===== src/rtl/dmem_arbiter.sv =====
// Shares the single data-memory port between the CPU load/store path (port 0)
// and the UART debug/loader (port 1); one access in flight at a time.
module dmem_arbiter #(
  parameter int AW      = 32,
  parameter int DW      = 32,
  parameter int MEM_LAT = 1
) (
  input  logic          clk,
  input  logic          reset,
  input  logic          dbg_prio,
  input  logic          req0,
  input  logic          req1,
  input  logic          wr0,
  input  logic          wr1,
  input  logic [2:0]    size0,
  input  logic [2:0]    size1,
  input  logic [AW-1:0] addr0,
  input  logic [AW-1:0] addr1,
  input  logic [DW-1:0] wdata0,
  input  logic [DW-1:0] wdata1,
  output logic          gnt0,
  output logic          gnt1,
  output logic          ack0,
  output logic          ack1,
  output logic [DW-1:0] rdata0,
  output logic [DW-1:0] rdata1,
  output logic          mem_en,
  output logic          mem_we,
  output logic [2:0]    mem_size,
  output logic [AW-1:0] mem_addr,
  output logic [DW-1:0] mem_wdata,
  input  logic [DW-1:0] mem_rdata,
  output logic          busy
);

  typedef enum logic [1:0] {S_IDLE, S_ISSUE, S_WAIT, S_ACK} state_t;

  localparam logic [3:0] LAT = 4'(MEM_LAT);

  state_t     r_state;
  logic [3:0] r_cnt;
  logic       r_owner;
  logic       r_last;
  logic       r_wr;
  logic       w_any;
  logic       w_pick;

  // Returns the winning port; a tie under round-robin goes to the port not granted last.
  function automatic logic pick_port(input logic q0, input logic q1,
                                     input logic prio, input logic last);
    if (prio && q1) return 1'b1;
    if (q0 && q1)   return ~last;
    return q1;
  endfunction

  assign w_any  = req0 | req1;
  assign w_pick = pick_port(req0, req1, dbg_prio, r_last);

  always_ff @(posedge clk or negedge reset) begin
    if (!reset) begin
      r_state   <= S_IDLE;
      r_cnt     <= '0;
      r_owner   <= 1'b0;
      r_last    <= 1'b1;
      r_wr      <= 1'b0;
      gnt0      <= 1'b0;
      gnt1      <= 1'b0;
      ack0      <= 1'b0;
      ack1      <= 1'b0;
      rdata0    <= '0;
      rdata1    <= '0;
      mem_en    <= 1'b0;
      mem_we    <= 1'b0;
      mem_size  <= '0;
      mem_addr  <= '0;
      mem_wdata <= '0;
      busy      <= 1'b0;
    end else begin
      gnt0   <= 1'b0;
      gnt1   <= 1'b0;
      ack0   <= 1'b0;
      ack1   <= 1'b0;
      mem_en <= 1'b0;
      mem_we <= 1'b0;
      case (r_state)
        // IDLE and ACK both accept a new request; gnt/mem_en are launched here
        // so they appear in the ISSUE cycle.
        S_IDLE, S_ACK: begin
          if (w_any) begin
            r_owner   <= w_pick;
            r_last    <= w_pick;
            r_wr      <= w_pick ? wr1 : wr0;
            mem_we    <= w_pick ? wr1 : wr0;
            mem_size  <= w_pick ? size1 : size0;
            mem_addr  <= w_pick ? addr1 : addr0;
            mem_wdata <= w_pick ? wdata1 : wdata0;
            gnt0      <= ~w_pick;
            gnt1      <= w_pick;
            mem_en    <= 1'b1;
            busy      <= 1'b1;
            r_state   <= S_ISSUE;
          end else begin
            busy    <= 1'b0;
            r_state <= S_IDLE;
          end
        end
        S_ISSUE: begin
          r_cnt   <= LAT;
          r_state <= S_WAIT;
        end
        S_WAIT: begin
          if (r_cnt <= 4'd1) begin
            if (!r_wr && !r_owner) rdata0 <= mem_rdata;
            if (!r_wr &&  r_owner) rdata1 <= mem_rdata;
            ack0    <= ~r_owner;
            ack1    <= r_owner;
            r_cnt   <= '0;
            r_state <= S_ACK;
          end else begin
            r_cnt <= r_cnt - 4'd1;
          end
        end
        default: r_state <= S_IDLE;
      endcase
    end
  end

endmodule


===== config.mk =====
export PLATFORM = sky130hd
export DESIGN_NAME = dmem_arbiter
export DESIGN_NICKNAME = d
export VERILOG_FILES = /design/src/rtl/dmem_arbiter.sv
export SDC_FILE = /design/constraint.sdc
export NUM_CORES = 1
export LEC_CHECK = 0
export BUFFER_PORTS_ARGS = -buffer_cell sky130_fd_sc_hd__clkbuf_2
export CORE_AREA = 2 2 122 124
export CTS_CLUSTER_DIAMETER = 200
export DETAILED_ROUTE_END_ITERATION = 7
export DIE_AREA = 0 0 124 126
export PLACE_DENSITY_LB_ADDON = 0.25
export SYNTH_ARGS = -nofsm -noshare
export SYNTH_HDL_FRONTEND = slang
export SYNTH_SLANG_ARGS = --single-unit

===== constraint.sdc =====
create_clock -name clk -period 3.1 [get_ports clk]
set_input_delay 0.62 -clock clk [delete_from_list [all_inputs] [get_ports clk]]
set_output_delay 0.62 -clock clk [all_outputs]
set_load 0.01 [all_outputs]

==> results of run 1 <==
==> cells by family after synthesis <==
kind of cell	count (synthesis)	share of synthesized area
AND/OR/NAND/NOR	84	0.08711
multiplexers	65	0.1390
adder cells (fa/ha/maj)	3	0.006179
AO/OA/AOI/OAI	87	0.1339
flip-flops	147	0.6056
buffers and inverters	36	0.02821
==> cell usage after synthesis <==
| master | number |
|---|---|
| mux2_1 | 1 |
| o41ai_1 | 1 |
| buf_1 | 2 |
| o21ai_0 | 5 |
| nand2b_1 | 2 |
| nand2_1 | 3 |
| or3_1 | 1 |
| dfstp_2 | 1 |
| a21o_1 | 3 |
| o21bai_4 | 1 |
| nand3b_1 | 1 |
| and2_1 | 4 |
| nor2b_1 | 1 |
| o31a_1 | 1 |
| and3_1 | 2 |
| nor4_2 | 1 |
| o21ai_1 | 1 |
| buf_2 | 5 |
| nor2_1 | 3 |
| buf_6 | 4 |
| mux2_4 | 30 |
| inv_1 | 7 |
| nor3_2 | 1 |
| clkbuf_1 | 18 |
| or4_4 | 1 |
| a221o_1 | 67 |
| dfrtp_1 | 146 |
| a21oi_1 | 2 |
| a31oi_1 | 2 |
| and2_0 | 63 |
| o31ai_1 | 3 |
| a2bb2oi_1 | 1 |
| ha_1 | 3 |
| mux2_2 | 34 |
| and3b_1 | 1 |
==> flip-flops by register name (all words and copies together) (netlist names), 2 cells and up <==
name,cells
mem_size,3
mem_wdata,32
r_cnt,4
r_state,2
rdata0,32
mem_addr,32
rdata1,32
==> stage by stage <==
| stage | power (mW) | cells | worst slack [ps] | util |
|---|---|---|---|---|
| 2_1_floorplan | 5.988 | 422 | 1165 | - |
| 3_3_place_gp | 7.555 | 893 | 957.7 | 0.5476 |
| 3_5_place_dp | 7.706 | 893 | 883.3 | 0.5476 |
| 4_1_cts | 9.786 | 923 | 869.2 | 0.5882 |
| 5_1_grt | 10.36 | 924 | 735.8 | 0.5884 |
| 6_report | 9.679 | 924 | 879.6 | 0.5884 |
==> routing by layer <==
layer / part of all wire / wire length (um) / GRT usage / vias up
li1: - / - / - / 2174
met5: 0 / 0 / 0 / -
met1: 0.39 / 6736 / 0.2634 / 2339
met3: 0.10 / 1794 / 0.1010 / 30
met4: 0.029 / 501 / 0.09253 / 0
met2: 0.48 / 8322 / 0.3701 / 228
==> worst min path at each step <==
stage / startpoint / to / slack [ps] / cells past startpoint
6_report: reset / rdata1[22]$_DFFE_PN0P_ / 150 / 1
5_1_grt: reset / rdata1[28]$_DFFE_PN0P_ / 190 / 1
4_1_cts: reset / rdata1[22]$_DFFE_PN0P_ / 180 / 1
3_5_place_dp: rdata0[8]$_DFFE_PN0P_ / rdata0[8]$_DFFE_PN0P_ / 480 / 1
3_3_place_gp: rdata0[8]$_DFFE_PN0P_ / rdata0[8]$_DFFE_PN0P_ / 470 / 1
2_1_floorplan: reset / ack0$_DFF_PN0_ / 320 / 0
==> layout make-up <==
type | count | area (um2) | area share
well taps | 184 | 230.2 | 0.02734
multi-input cells | 239 | 2262 | 0.2686
flip-flops and latches | 147 | 3680 | 0.4369
diodes | 1 | 2.502 | 0.0002971
clock buffers | 21 | 450.4 | 0.05348
repair buffers | 316 | 1640 | 0.1948
inverters | 7 | 26.28 | 0.003120
clock inverters | 9 | 130.1 | 0.01545
==> worst reg2reg max path, stage by stage, from the launching register on <==
cell	delay (ps)
dfrtp_1	350
inv_1	50
ha_1	480
inv_1	220
nor3_4	460
buf_12	330
a221o_1	260
==> power by group <==
part / internal, mW / switching (mW) / leakage [nW]
combinational: 2.11 / 2.10 / 2.28
sequential: 2.89 / 0.539 / 1.78
clock: 1.28 / 0.760 / 0.284
==> results by stage, run 1 <==
Outcome:
- The run finished with clean final reports.

Floorplanning:
- The die is approximately 130 um tall.
- Pin placement for this block handled ~310 I/O pins.
- The core region is about 0.014 mm2.
- For this configuration, the core starts out at a cell density of 0.4245.
- The die area is roughly 0.016 mm2.
- In this run the horizontal extent of the chip is about 120 um.
- The initialized floorplan defines 44 standard-cell rows.

CTS:
- The total number of clock tree sinks is ~150.
- Once the clock tree was built, the resizer swapped 0 gates to a different size.
- The clock slew seen by the registers of the worst setup and hold paths is ~60 ps.
- The clock tree from TritonCTS is yes.
- The total setup buffers inserted after CTS is 0.
- The worst-skew pair later-pin latency is 420 ps.
- In this run the number of H-tree levels came out at 4.
- The cts-stage hold buffer count is 0.
- Counting the buffers created by CTS gives 17.
- CTS placed an instance of clkbuf_16 at the clock tree root.
- In this run the deepest clock path goes through 2 buffers.

STA:
- The worst clock skew is between 10 and 15 ps.
- The worst slew slack as a fraction of its limit is 0.5891.
- The count of final max-slew check failures is 0.
- Setup repair after global routing left no endpoint under its margin.
- For the final routed database, the setup TNS stands at 0 ps.
- At the pin with the least slew margin, the transition time is about 620 ps.
- The hold violation count in the final report is 0.
- The portion of the clock cycle consumed by the worst path in the final layout is 0.7163.
- Setup violations remaining at the end of the flow were counted as 0.
- Based on the critical path, the design can be clocked at up to 450.4 MHz.
- The final critical delay including setup and external delays is 2220 ps.
- Final hold analysis gives a worst-case slack of 151.1 ps.

Worst setup path:
- In this run the worst path has a maximum fanout of 63.
- For the worst setup path, the data arrival time is approximately 2600 ps.
- The launch point of the worst path is r_state[0]$_DFFE_PN0P_.
- The signal on the critical path passes through inv_1 > ha_1 > inv_1 > nor3_4 > buf_12 > a221o_1.
- The start-to-end type of the worst setup path is register to register.
- The logic depth of the worst setup path including buffers is 6.
- The reg-to-reg endpoint is mem_addr[12]$_DFFE_PN0P_.
- The setup slack of the most critical reg-to-reg path is around 880 ps.
- In this design, the stage delay of the slowest critical-path cell is 480 ps.
- The most critical setup path has its endpoint at mem_addr[12]$_DFFE_PN0P_.
- The number of buffers and inverters on the critical path is 3.
- The required arrival time at the worst endpoint is 3440 ps.
- For the worst flop-to-flop path, the logic depth is 6.
- STA classifies the critical path startpoint as a register.
- The start of the worst register-to-register path is r_state[0]$_DFFE_PN0P_.
- The most used cell along the critical path is inv_1.
- In this design, the largest share of critical-path delay is due to buffers and inverters.
- The slowest stage of the critical path is the ha_1 cell.
- STA classifies the critical path endpoint as a register.

Placed design:
- The total cell area at the placement stage is between 0.007 and 0.008 mm2.
- Detailed placement ended at an HPWL of 12820 um.
- In this run the tool buffered the top-level ports with 310 buffer cells.
- At the end of routability-driven placement, the weighted congestion stood at about 0.83.

Power and ir drop:
- VDD sags by at most ~0.00047 V.
- Power spread over the standard cell area amounts to ~1100 mW/mm2.
- The leakage power total is 4.346 nW.

Layout:
- The library cell used most frequently in the layout, excluding fill and tap cells, is clkbuf_2.
- The top cell types in the final layout, fill and taps aside, are clkbuf_2 (309), dfrtp_1 (146), a221o_1 (67).
- The area growth from synthesis to layout is 38.61%.
- The final-layout fill cell count is 1190.
- The finished cells cover about 0.0084 mm2.
- The final net count is 904.
- In the final layout, the share of cells above drive strength 1 is 0.5602.

Global route:
- The first-pass GRT wire length is 26900 um.
- For this run, the total global-route usage over all layers was measured as 0.2284.
- The total overflow left after global routing is 0.
- The via count of the first global-routing pass is slightly above 5000.
- The number of antenna violations at the first check in global routing was 1.
- Entering global routing, the biggest net connects 69 pins.

Logic synthesis:
- The number of nets handed over by synthesis was between 500 and 600.
- The average footprint of a synthesized cell is 14.40 um2.
- The number of different library cells used by synthesis comes to 35.
- In this run the cell area of the synthesized design comes to between 0.006 and 0.007 mm2.
- For this run, the number of Yosys warnings is 0.
- Of the post-synthesis cell area, the dominant cell type holds 0.6013.
- The post-synthesis cell count is about 420.
- The share of the Yosys chip area taken by registers is 0.6056.
- In the post-synthesis netlist, the biggest area contributors are dfrtp_1 (60%), a221o_1 (11%), mux2_4 (7.4%).
- The flop and latch count out of synthesis is 147.
- The library cell occupying the most area in the post-synthesis netlist is dfrtp_1.

Detailed routing:
- Summing over every cut layer, the via total after detailed routing is ~4800.
- The remaining number of nets flagged by the antenna check after routing is 0.
- The detailed router finished its first iteration with 222 violations.
- The vias per cell is a little over 5.
- In the routed design, unresolved DRC markers number 0.
- The number of iterations in the first detailed-routing pass is 4.
- In the final routed layout, each cell accounts on average for between 15 and 20 um.
- The total routed wirelength is ~17000 um.

Worst hold path:
- The type of the most critical hold path is primary input to async pin.

Job:
- The total of max-cap violations is 0.
No activity file was read; power rests on OpenSTA's default activity.
==> run 2: changes to the inputs <==
--- a/config.mk
+++ b/config.mk
@@ -5,11 +5,12 @@
 export SDC_FILE = /design/constraint.sdc
 export NUM_CORES = 1
 export LEC_CHECK = 0
+export ABC_AREA = 1
 export BUFFER_PORTS_ARGS = -buffer_cell sky130_fd_sc_hd__clkbuf_2
-export CORE_AREA = 2 2 122 124
+export CORE_MARGIN = 2
+export CORE_UTILIZATION = 47
 export CTS_CLUSTER_DIAMETER = 200
 export DETAILED_ROUTE_END_ITERATION = 7
-export DIE_AREA = 0 0 124 126
 export PLACE_DENSITY_LB_ADDON = 0.25
 export SYNTH_ARGS = -nofsm -noshare
 export SYNTH_HDL_FRONTEND = slang
==> constraint.sdc (replaced) <==
create_clock -name clk -period 2.05 [get_ports clk]
set_input_delay 0.41 -clock clk [delete_from_list [all_inputs] [get_ports clk]]
set_output_delay 0.41 -clock clk [all_outputs]
set_load 0.01 [all_outputs]
==> run 2 against run 1 <==
  * Clock skew is essentially flat
  * Setup slack lost 470 ps
  * Worst hold slack gained 74 ps
  * Sequential cell count is the same
  * Critical path depth grew 1
  * Routed wire length grew 17%
  * Synthesized area grew 7.9%
  * Clock-buffer cell count grew 2
  * Largest cell class unchanged
  * Sequential power grew 53%
  * Maximum frequency grew 36%
  * Synthesized cell count grew 77%
  * Design area grew 5.6%
==> results by stage, run 2 <==
Logic synthesis:
- The number of flops mapped to enable cells by yosys was 0 (unchanged).
- The share of the synthesized area in the top cell type is 0.5570 (was 0.6013).
- The proportion of synthesized area in mux cells is 0 (was 0.1390).
- The net count of the mapped netlist is 923 (was 598).
- The proportion of register bits with asynchronous set or reset after synthesis is 1.000 (unchanged).
- The XOR/XNOR share of the synthesized area is 0.001335 (was 0).
- The most frequently used cell type in the post-synthesis netlist was nand2_1 (was dfrtp_1).
- The register area share after synthesis is 0.5610 (was 0.6056).
- The dominant combinational cell family by area after synthesis is simple AND/OR/NAND/NOR gates (was multiplexers).
- The adder-cell area share of the yosys netlist is 0.005723 (was 0.006178).
- The average footprint of a synthesized cell is 8.780 um2 (was 14.40 um2).
- Most used standard cells in the synthesized netlist: nand2_1 (217), dfrtp_1 (146), nand3_1 (139), nand4_1 (132), buf_2 (39) (was dfrtp_1 (146), a221o_1 (67), and2_0 (63), mux2_2 (34), mux2_4 (30)).
- The most frequently used flop master after synthesis is dfrtp_1 (unchanged).
- The post-synthesis cell area came to 0.006559 mm2 (was 0.006076 mm2).
- The post-synthesis cell count is 747 (was 422).
- The count of different cell masters after synthesis is 21 (was 35).
- The share of the synthesized area in compound gates (AO/OA/AOI/OAI) is 0.004578 (was 0.1339).
- The library cell occupying the most area in the post-synthesis netlist is dfrtp_1 (unchanged).
- The count of synthesis-stage warnings from yosys is 0 (unchanged).
- Most area-consuming cells after synthesis: dfrtp_1 (56%), nand4_1 (13%), nand2_1 (12%) (was dfrtp_1 (60%), a221o_1 (11%), mux2_4 (7.4%)).
- The flop and latch count out of synthesis is 147 (unchanged).
- The basic-gate share of the synthesized area counting and, or, nand and nor cells is 0.3695 (was 0.08711).

Floorplanning:
- The die span in y was 122.1 um (was 126 um).
- The horizontal die dimension is 122.1 um (was 124 um).
- The count of pins on the block boundary is 311 (unchanged).
- The die area is 0.01492 mm2 (was 0.01562 mm2).
- The core outline area is 0.01377 mm2 (was 0.01431 mm2).
- The row count is 43 (was 44).
- The initial cell density of the core is 0.4762 (was 0.4245).

Placed design:
- The total cell area at the placement stage is 0.008297 mm2 (was 0.007839 mm2).
- The placed wire-length estimate after detailed placement was 13870 um (was 12820 um).
- The number of buffers inserted by port buffering is 310 (unchanged).
- The weighted congestion reported at the end of routability-driven placement came to 0.8356 (was 0.8272).

Job:
- The total of max-cap violations came to 0 (unchanged).

CTS:
- The total number of clock tree sinks is 147 (unchanged).
- The root buffer cell is clkbuf_16 (unchanged).
- The CTS H-tree depth was 4 (unchanged).
- The post-cts repair resize count is 0 (unchanged).
- The clock tree from TritonCTS is yes (unchanged).
- The CTS buffer count is 17 (unchanged).
- The worst-skew pair later-pin latency is 410 ps (was 420 ps).
- The deepest clock path buffer count came to 2 (unchanged).
- The clock slew seen by the registers of the worst setup and hold paths is 60 ps (about the same).

STA:
- The fmax came to 610.5 MHz (was 450.4 MHz).
- The total negative setup slack came to 0 ps (unchanged).
- The worst clock skew is 10.31 ps (was 10.36 ps).
- The worst slew slack as a fraction of its limit is 0.6283 (was 0.5891).
- The number of setup violations in the final report came to 0 (unchanged).
- Setup repair after global routing missed its margin: no (unchanged).
- The portion of the clock cycle consumed by the worst path in the final layout came to 0.7990 (was 0.7163).
- The final critical delay including setup and external delays is 1638 ps (was 2220 ps).
- The slew at the pin with the worst max-slew slack is 551.7 ps (was 616.4 ps).
- The count of final max-slew check failures is 0 (unchanged).
- The hold violation count in the final report is 0 (unchanged).
- The final worst hold slack is 225.5 ps (was 151.1 ps).

Power and ir drop:
- The leakage power total came to 4.808 nW (was 4.346 nW).
- The ratio of total power to cell area is 1798 mW/mm2 (was 1149 mW/mm2).
- The total chip power was 15.99 mW (was 9.679 mW).
- The maximum vdd ir drop is 0.0009337 V (was 0.0004687 V).

Worst hold path:
- In this run the most critical hold path is launched from addr0[5].
- The endpoint with the worst hold slack is mem_addr[5]$_DFFE_PN0P_.
- The type of the most critical hold path is primary input to register (was primary input to async pin).
- The worst hold path cell count is 3.

Worst setup path:
- Cell chain of the critical path: ha_2 > inv_2 > nor2_4 > inv_2 > buf_12 > nand2_1 > nand3_1 (was inv_1 > ha_1 > inv_1 > nor3_4 > buf_12 > a221o_1).
- The worst-case reg-to-reg path depth is 7 (was 6).
- The kind of launch point of the worst setup path is a register (unchanged).
- The setup slack of the most critical reg-to-reg path came to 410 ps (was 880 ps).
- The reg-to-reg endpoint was mem_wdata[9]$_DFFE_PN0P_ (was mem_addr[12]$_DFFE_PN0P_).
- The most used cell along the critical path is inv_2 (was inv_1).
- The biggest cell delay along the critical path was 380 ps (was 480 ps).
- The capturing element type of the critical path was a register (unchanged).
- The start-to-end type of the worst setup path was register to register (unchanged).
- The signal arrival time at the worst endpoint came to 1920 ps (was 2560 ps).
- The largest fanout of any net on the critical path is 53 (was 63).
- The required arrival time at the worst endpoint is 2340 ps (was 3440 ps).
- The library cell contributing the largest single delay on the critical path was dfrtp_1 (was ha_1).
- The start of the worst register-to-register path is r_state[1]$_DFFE_PN0P_ (was r_state[0]$_DFFE_PN0P_).

Layout:
- The final design utilization was 0.6458 (was 0.5884).
- The fraction of layout cells with a size suffix above 1 is 0.3570 (was 0.5602).
- The leading cell type in the layout, fill and taps excluded is clkbuf_2 (unchanged).
- Commonest cells after routing, fill and taps aside: clkbuf_2 (309), nand2_1 (216), dfrtp_1 (146) (was clkbuf_2 (309), dfrtp_1 (146), a221o_1 (67)).
- The total non-filler cell area in the finished layout came to 0.008895 mm2 (was 0.008422 mm2).
- The final net count is 1205 (was 904).
- The synthesis-to-finish area growth was 35.62% (was 38.61%).
- The antenna diode count is 0 (was 1).

Global route:
- The largest net degree at the start of global routing is 65 (was 69).
- The first-pass GRT wire length was 32070 um (was 26900 um).
- The via count of the first global-routing pass is 6338 (was 5194).
- The aggregate global-route resource usage came to 0.2734 (was 0.2284).
- The number of antenna violations at the first check in global routing is 0 (was 1).
- The overflow left after global routing is 0 (unchanged).

Detailed routing:
- The total routed wirelength is 20300 um (was 17360 um).
- The via count came to 6722 (was 4771).
- The final routed wire length divided by cell count is 16.61 um (was 18.78 um).
- The count of routing violations after the opening detailed-route iteration is 650 (was 222).
- The number of iterations in the first detailed-routing pass was 5 (was 4).
- The remaining number of nets flagged by the antenna check after routing is 0 (unchanged).
- The number of remaining DRC errors is 0 (unchanged).
- The vias per cell is 5.501 (was 5.163).

Outcome:
- Outcome: finished clean (unchanged).
==> run 2: changes by cell type in the layout (fill, tap and decap cells not counted), sizes merged, moves of 3 or more <==
cell and delta:
a21o -3, a221o -67, and2 -67, buf +16, inv +6, mux2 -65, nand2 +214, nand3 +140
nand4 +132, nor2 +11, o31ai -3
==> run 2: critical path: cells and delay by family, from the launching register on <==
family | cells | cell delay [ps]
fa+ha+maj | 1 | 380
flops | 1 | 380
buf+inv | 3 | 350
simple gates | 3 | 370
==> run 2: metrics by stage <==
step | std cells | worst slack (ps)
finish | 1222 | 412.0
global route | 1222 | 296.1
CTS | 1222 | 428.7
detailed placement | 1189 | 438.5
global placement | 1189 | 456.7
floorplan | 747 | 558.4
==> run 2: logic make-up after synthesis <==
group           count (synthesis)
simple gates                  505
buf+inv                        85
compound gates                  6
xor+xnor                        1
flops                         147
fa+ha+maj                       3
==> run 2: layout make-up <==
| type | count | area [um2] |
|---|---|---|
| fillers | 1189 | 4878 |
| flip-flops and latches | 147 | 3680 |
| multi-input cells | 515 | 2512 |
| repair buffers | 333 | 1833 |
| clock buffers | 23 | 457.9 |
| well taps | 180 | 225.2 |
| clock inverters | 9 | 130.1 |
| inverters | 15 | 56.30 |
==> run 2: repair_timing <==
item                      in CTS  in global routing
hold endpoints to repair      42                  0
hold buffers                   1                  0
setup buffers                  0                  0
==> run 2: how the worst max path moves through the flow <==
stage / from / endpoint
global placement: r_cnt[0]$_DFFE_PN0P_ / rdata0[0]$_DFFE_PN0P_
CTS: r_cnt[0]$_DFFE_PN0P_ / rdata0[29]$_DFFE_PN0P_
detailed placement: r_cnt[0]$_DFFE_PN0P_ / rdata0[29]$_DFFE_PN0P_
finish: r_state[1]$_DFFE_PN0P_ / mem_wdata[9]$_DFFE_PN0P_
global route: r_cnt[0]$_DFFE_PN0P_ / rdata0[20]$_DFFE_PN0P_
floorplan: r_state[1]$_DFFE_PN0P_ / mem_addr[31]$_DFFE_PN0P_
==> run 2: layer usage <==
metal  part of all wire  track usage  up-vias
met4              0.019      0.09555        0
met5                  0            0        -
met3              0.086      0.06835       24
li1                   -            -     3165
met1               0.42       0.3763     3227
met2               0.48       0.4225      306
==> run 2: power by group <==
| part | internal, mW | switching, mW | total (mW) |
|---|---|---|---|
| logic | 2.76 | 4.88 | 7.64 |
| registers | 4.40 | 0.835 | 5.24 |
| clock network | 1.95 | 1.17 | 3.11 |
==> run 3: changes to the inputs <==
--- a/config.mk
+++ b/config.mk
@@ -8,7 +8,7 @@
 export ABC_AREA = 1
 export BUFFER_PORTS_ARGS = -buffer_cell sky130_fd_sc_hd__clkbuf_2
 export CORE_MARGIN = 2
-export CORE_UTILIZATION = 47
+export CORE_UTILIZATION = 42
 export CTS_CLUSTER_DIAMETER = 200
 export DETAILED_ROUTE_END_ITERATION = 7
 export PLACE_DENSITY_LB_ADDON = 0.25
==> constraint.sdc (replaced) <==
create_clock -name clk -period 1.31 [get_ports clk]
set_input_delay 0.262 -clock clk [delete_from_list [all_inputs] [get_ports clk]]
set_output_delay 0.262 -clock clk [all_outputs]
set_load 0.01 [all_outputs]
==> run 3 against run 2 <==
  * The run now ends with setup timing left
  * Core utilization increased by 1.5 points
  * Via count up 7.4%
  * Non-clock buffer count up 44
  * Maximum frequency increased by 8.9%
  * Global-route usage is 0.21 points higher
  * Combinational power rose by 140%
  * Sequential share of layout area fell by 4.9 points
  * Sequential cell count unchanged
  * Critical path type unchanged
  * First-iteration DRC count decreased by 14%
  * Clock-buffer cell count grew 1
  * Largest cell class unchanged
  * Critical endpoint is now mem_wdata[3]$_DFFE_PN0P_
  * Clock skew about the same
==> results by stage, run 3 (synthesis results as in run 2) <==
Worst setup path:
- The buffer and inverter count on the worst path was 5 (was 3).
- The signal arrival time at the worst endpoint is 1810 ps (was 1920 ps).
- The capturing element type of the critical path is a register (unchanged).
- The start-to-end type of the worst setup path is register to register (unchanged).
- The largest fanout of any net on the critical path is 10 (was 53).
- The library cell contributing the largest single delay on the critical path is dfrtp_1 (unchanged).
- The kind of launch point of the worst setup path is a register (unchanged).
- The setup slack of the most critical reg-to-reg path is -190 ps (was 410 ps).
- The required arrival time at the worst endpoint is 1610 ps (was 2340 ps).
- Cell chain of the critical path: inv_2 > ha_4 > inv_6 > nor2_4 > buf_6 > inv_12 > clkbuf_16 > nand2_2 > nand3_2 (was ha_2 > inv_2 > nor2_4 > inv_2 > buf_12 > nand2_1 > nand3_1).
- The biggest cell delay along the critical path was 370 ps (was 380 ps).
- The cell family with the largest share of critical-path delay was buffers and inverters (was flip-flops).

STA:
- The final worst hold slack is 74.39 ps (was 225.5 ps).
- Setup repair after global routing missed its margin: yes (was no).
- The hold violation count in the final report is 0 (unchanged).
- The final critical delay including setup and external delays is 1504 ps (was 1638 ps).
- The worst clock skew was 10.40 ps (was 10.31 ps).
- The setup slack of the critical path after layout is -194.0 ps (was 412.0 ps).
- The worst slew slack as a fraction of its limit came to 0.6785 (was 0.6283).
- The portion of the clock cycle consumed by the worst path in the final layout is 1.148 (was 0.7990).
- The number of setup violations in the final report is 146 (was 0).
- The count of final max-slew check failures is 0 (unchanged).
- The slew at the pin with the worst max-slew slack came to 482.3 ps (was 551.7 ps).
- The fmax is 664.9 MHz (was 610.5 MHz).

Placed design:
- The number of buffers inserted by port buffering came to 310 (unchanged).
- The weighted congestion reported at the end of routability-driven placement was 0.8462 (was 0.8356).
- The number of placed instances with taps included is 1235 (was 1189).
- The pre-CTS setup slack is -214.4 ps (was 438.5 ps).
- The placed wire-length estimate after detailed placement is 14810 um (was 13870 um).

Power and ir drop:
- The internal power is 18.43 mW (was 9.109 mW).
- The leakage power total is 5.310 nW (was 4.808 nW).
- The maximum vdd ir drop is 0.001439 V (was 0.0009337 V).
- The combinational share of power is 0.572 (was 0.478).
- The net switching share of the total power is 0.4155 (was 0.4305).
- The proportion of power drawn by flip-flops and latches is 0.264 (was 0.328).
- The ratio of total power to cell area is 3129 mW/mm2 (was 1798 mW/mm2).
- The switching power is 13.10 mW (was 6.885 mW).
- The clock network fraction of design power is 0.164 (was 0.195).

CTS:
- The clock slew seen by the registers of the worst setup and hold paths came to 60 ps (about the same).
- The CTS buffer count is 17 (unchanged).
- The root buffer cell is clkbuf_16 (unchanged).
- The total number of clock tree sinks is 147 (unchanged).
- The deepest clock path buffer count is 2 (unchanged).
- The clock tree from TritonCTS is yes (unchanged).
- The worst-skew pair later-pin latency was 420 ps (was 410 ps).
- The CTS H-tree depth is 4 (unchanged).

Layout:
- The final design utilization is 0.6605 (was 0.6458).
- Commonest cells after routing, fill and taps aside: clkbuf_2 (309), nand2_1 (194), dfrtp_1 (146) (was clkbuf_2 (309), nand2_1 (216), dfrtp_1 (146)).
- The final net count is 1249 (was 1205).
- The fraction of layout cells with a size suffix above 1 was 0.4295 (was 0.3570).
- The leading cell type in the layout, fill and taps excluded is clkbuf_2 (unchanged).
- The final cell count without fillers is 1298 (was 1222).
- The synthesis-to-finish area growth is 53.66% (was 35.62%).

Floorplanning:
- The initial cell density of the core was 0.4298 (was 0.4762).
- The die area is 0.01663 mm2 (was 0.01492 mm2).
- The die span in y came to 129.0 um (was 122.1 um).
- The count of pins on the block boundary is 311 (unchanged).
- The core outline area is 0.01526 mm2 (was 0.01377 mm2).
- The horizontal die dimension is 129.0 um (was 122.1 um).
- The row count was 45 (was 43).

Detailed routing:
- The final routed wire length divided by cell count is 18.84 um (was 16.61 um).
- The number of iterations in the first detailed-routing pass is 5 (unchanged).
- The count of routing violations after the opening detailed-route iteration came to 558 (was 650).
- The vias per cell is 5.562 (was 5.501).
- The via count was 7220 (was 6722).
- The number of remaining DRC errors is 0 (unchanged).
- The remaining number of nets flagged by the antenna check after routing came to 0 (unchanged).
- The total routed wirelength was 24460 um (was 20300 um).

Global route:
- The aggregate global-route resource usage is 0.2754 (was 0.2734).
- The via count of the first global-routing pass is 6880 (was 6338).
- The number of antenna violations at the first check in global routing is 2 (was 0).
- The first-pass GRT wire length is 35750 um (was 32070 um).
- The largest net degree at the start of global routing came to 70 (was 65).
- The overflow left after global routing is 0 (unchanged).

Job:
- The total of max-cap violations was 0 (unchanged).

Outcome:
- The final reports fail on setup timing.
- Outcome: finished with violations (was finished clean).

Worst hold path:
- The type of the most critical hold path is primary input to register (unchanged).
==> run 3: metrics by stage <==
stage | cell area (um2) | TNS (ps) | total power, mW
4_1_cts | 9628 | -16550 | 28.99
3_3_place_gp | 8600 | -15330 | 21.05
2_1_floorplan | 6706 | -6857 | 16.15
5_1_grt | 10080 | -31700 | 33.52
3_5_place_dp | 8600 | -19290 | 21.38
6_report | 10080 | -20980 | 31.53
==> run 3: area by class of cell <==
class | count | area [um2]
Multi-Input combinational cell | 515 | 2721
Antenna cell | 2 | 5.005
Timing Repair Buffer | 377 | 2704
Inverter | 15 | 73.82
Fill cell | 1272 | 5180
Clock buffer | 24 | 511.7
Tap cell | 211 | 264.0
Sequential cell | 147 | 3680
Clock inverter | 7 | 118.9
==> run 3: per-layer routing <==
metal | vias to the layer above | routed length [um] | global-route usage
li1 | 3279 | - | -
met1 | 3487 | 9397 | 0.3504
met2 | 406 | 12080 | 0.4398
met3 | 48 | 2317 | 0.07900
met4 | 0 | 669 | 0.1221
met5 | - | 0 | 0
==> run 3: path summary, 6_finish.rpt <==
path,from,endpoint,depth (start not counted)
max,r_state[0]$_DFFE_PN0P_,mem_wdata[3]$_DFFE_PN0P_,9
min,addr0[12],mem_addr[12]$_DFFE_PN0P_,3
max reg2reg,r_state[0]$_DFFE_PN0P_,mem_wdata[3]$_DFFE_PN0P_,9
min reg2reg,rdata1[1]$_DFFE_PN0P_,rdata1[1]$_DFFE_PN0P_,2
max in group asynchronous,reset,mem_addr[16]$_DFFE_PN0P_,3
min in group asynchronous,reset,rdata0[1]$_DFFE_PN0P_,2
==> run 3: worst register-to-register path, cell delays in order (launching register included) <==
cell and delay [ps]:
dfrtp_1 370, inv_2 60, ha_4 280, inv_6 40, nor2_4 120, buf_6 150
inv_12 70, clkbuf_16 170, nand2_2 70, nand3_2 70
==> run 3: power groups by stage <==
stage	combinational [mW]	sequential [mW]	clock, mW
5_1_grt	19.5	8.56	5.46
3_5_place_dp	13.2	8.20	0
6_report	18.0	8.32	5.19
4_1_cts	15.5	8.24	5.23
2_1_floorplan	7.08	9.07	0
3_3_place_gp	12.8	8.20	0
==> run 3: repair_timing <==
action | CTS | global route
endpoints found under the hold margin | 146 | 0
gates cloned | 7 | 13
resized for setup | 46 | 35
buffers inserted | 6 | 4
endpoints found under the setup margin | 144 | 146
pin swaps | 3 | 14
hold buffers | 1 | 0
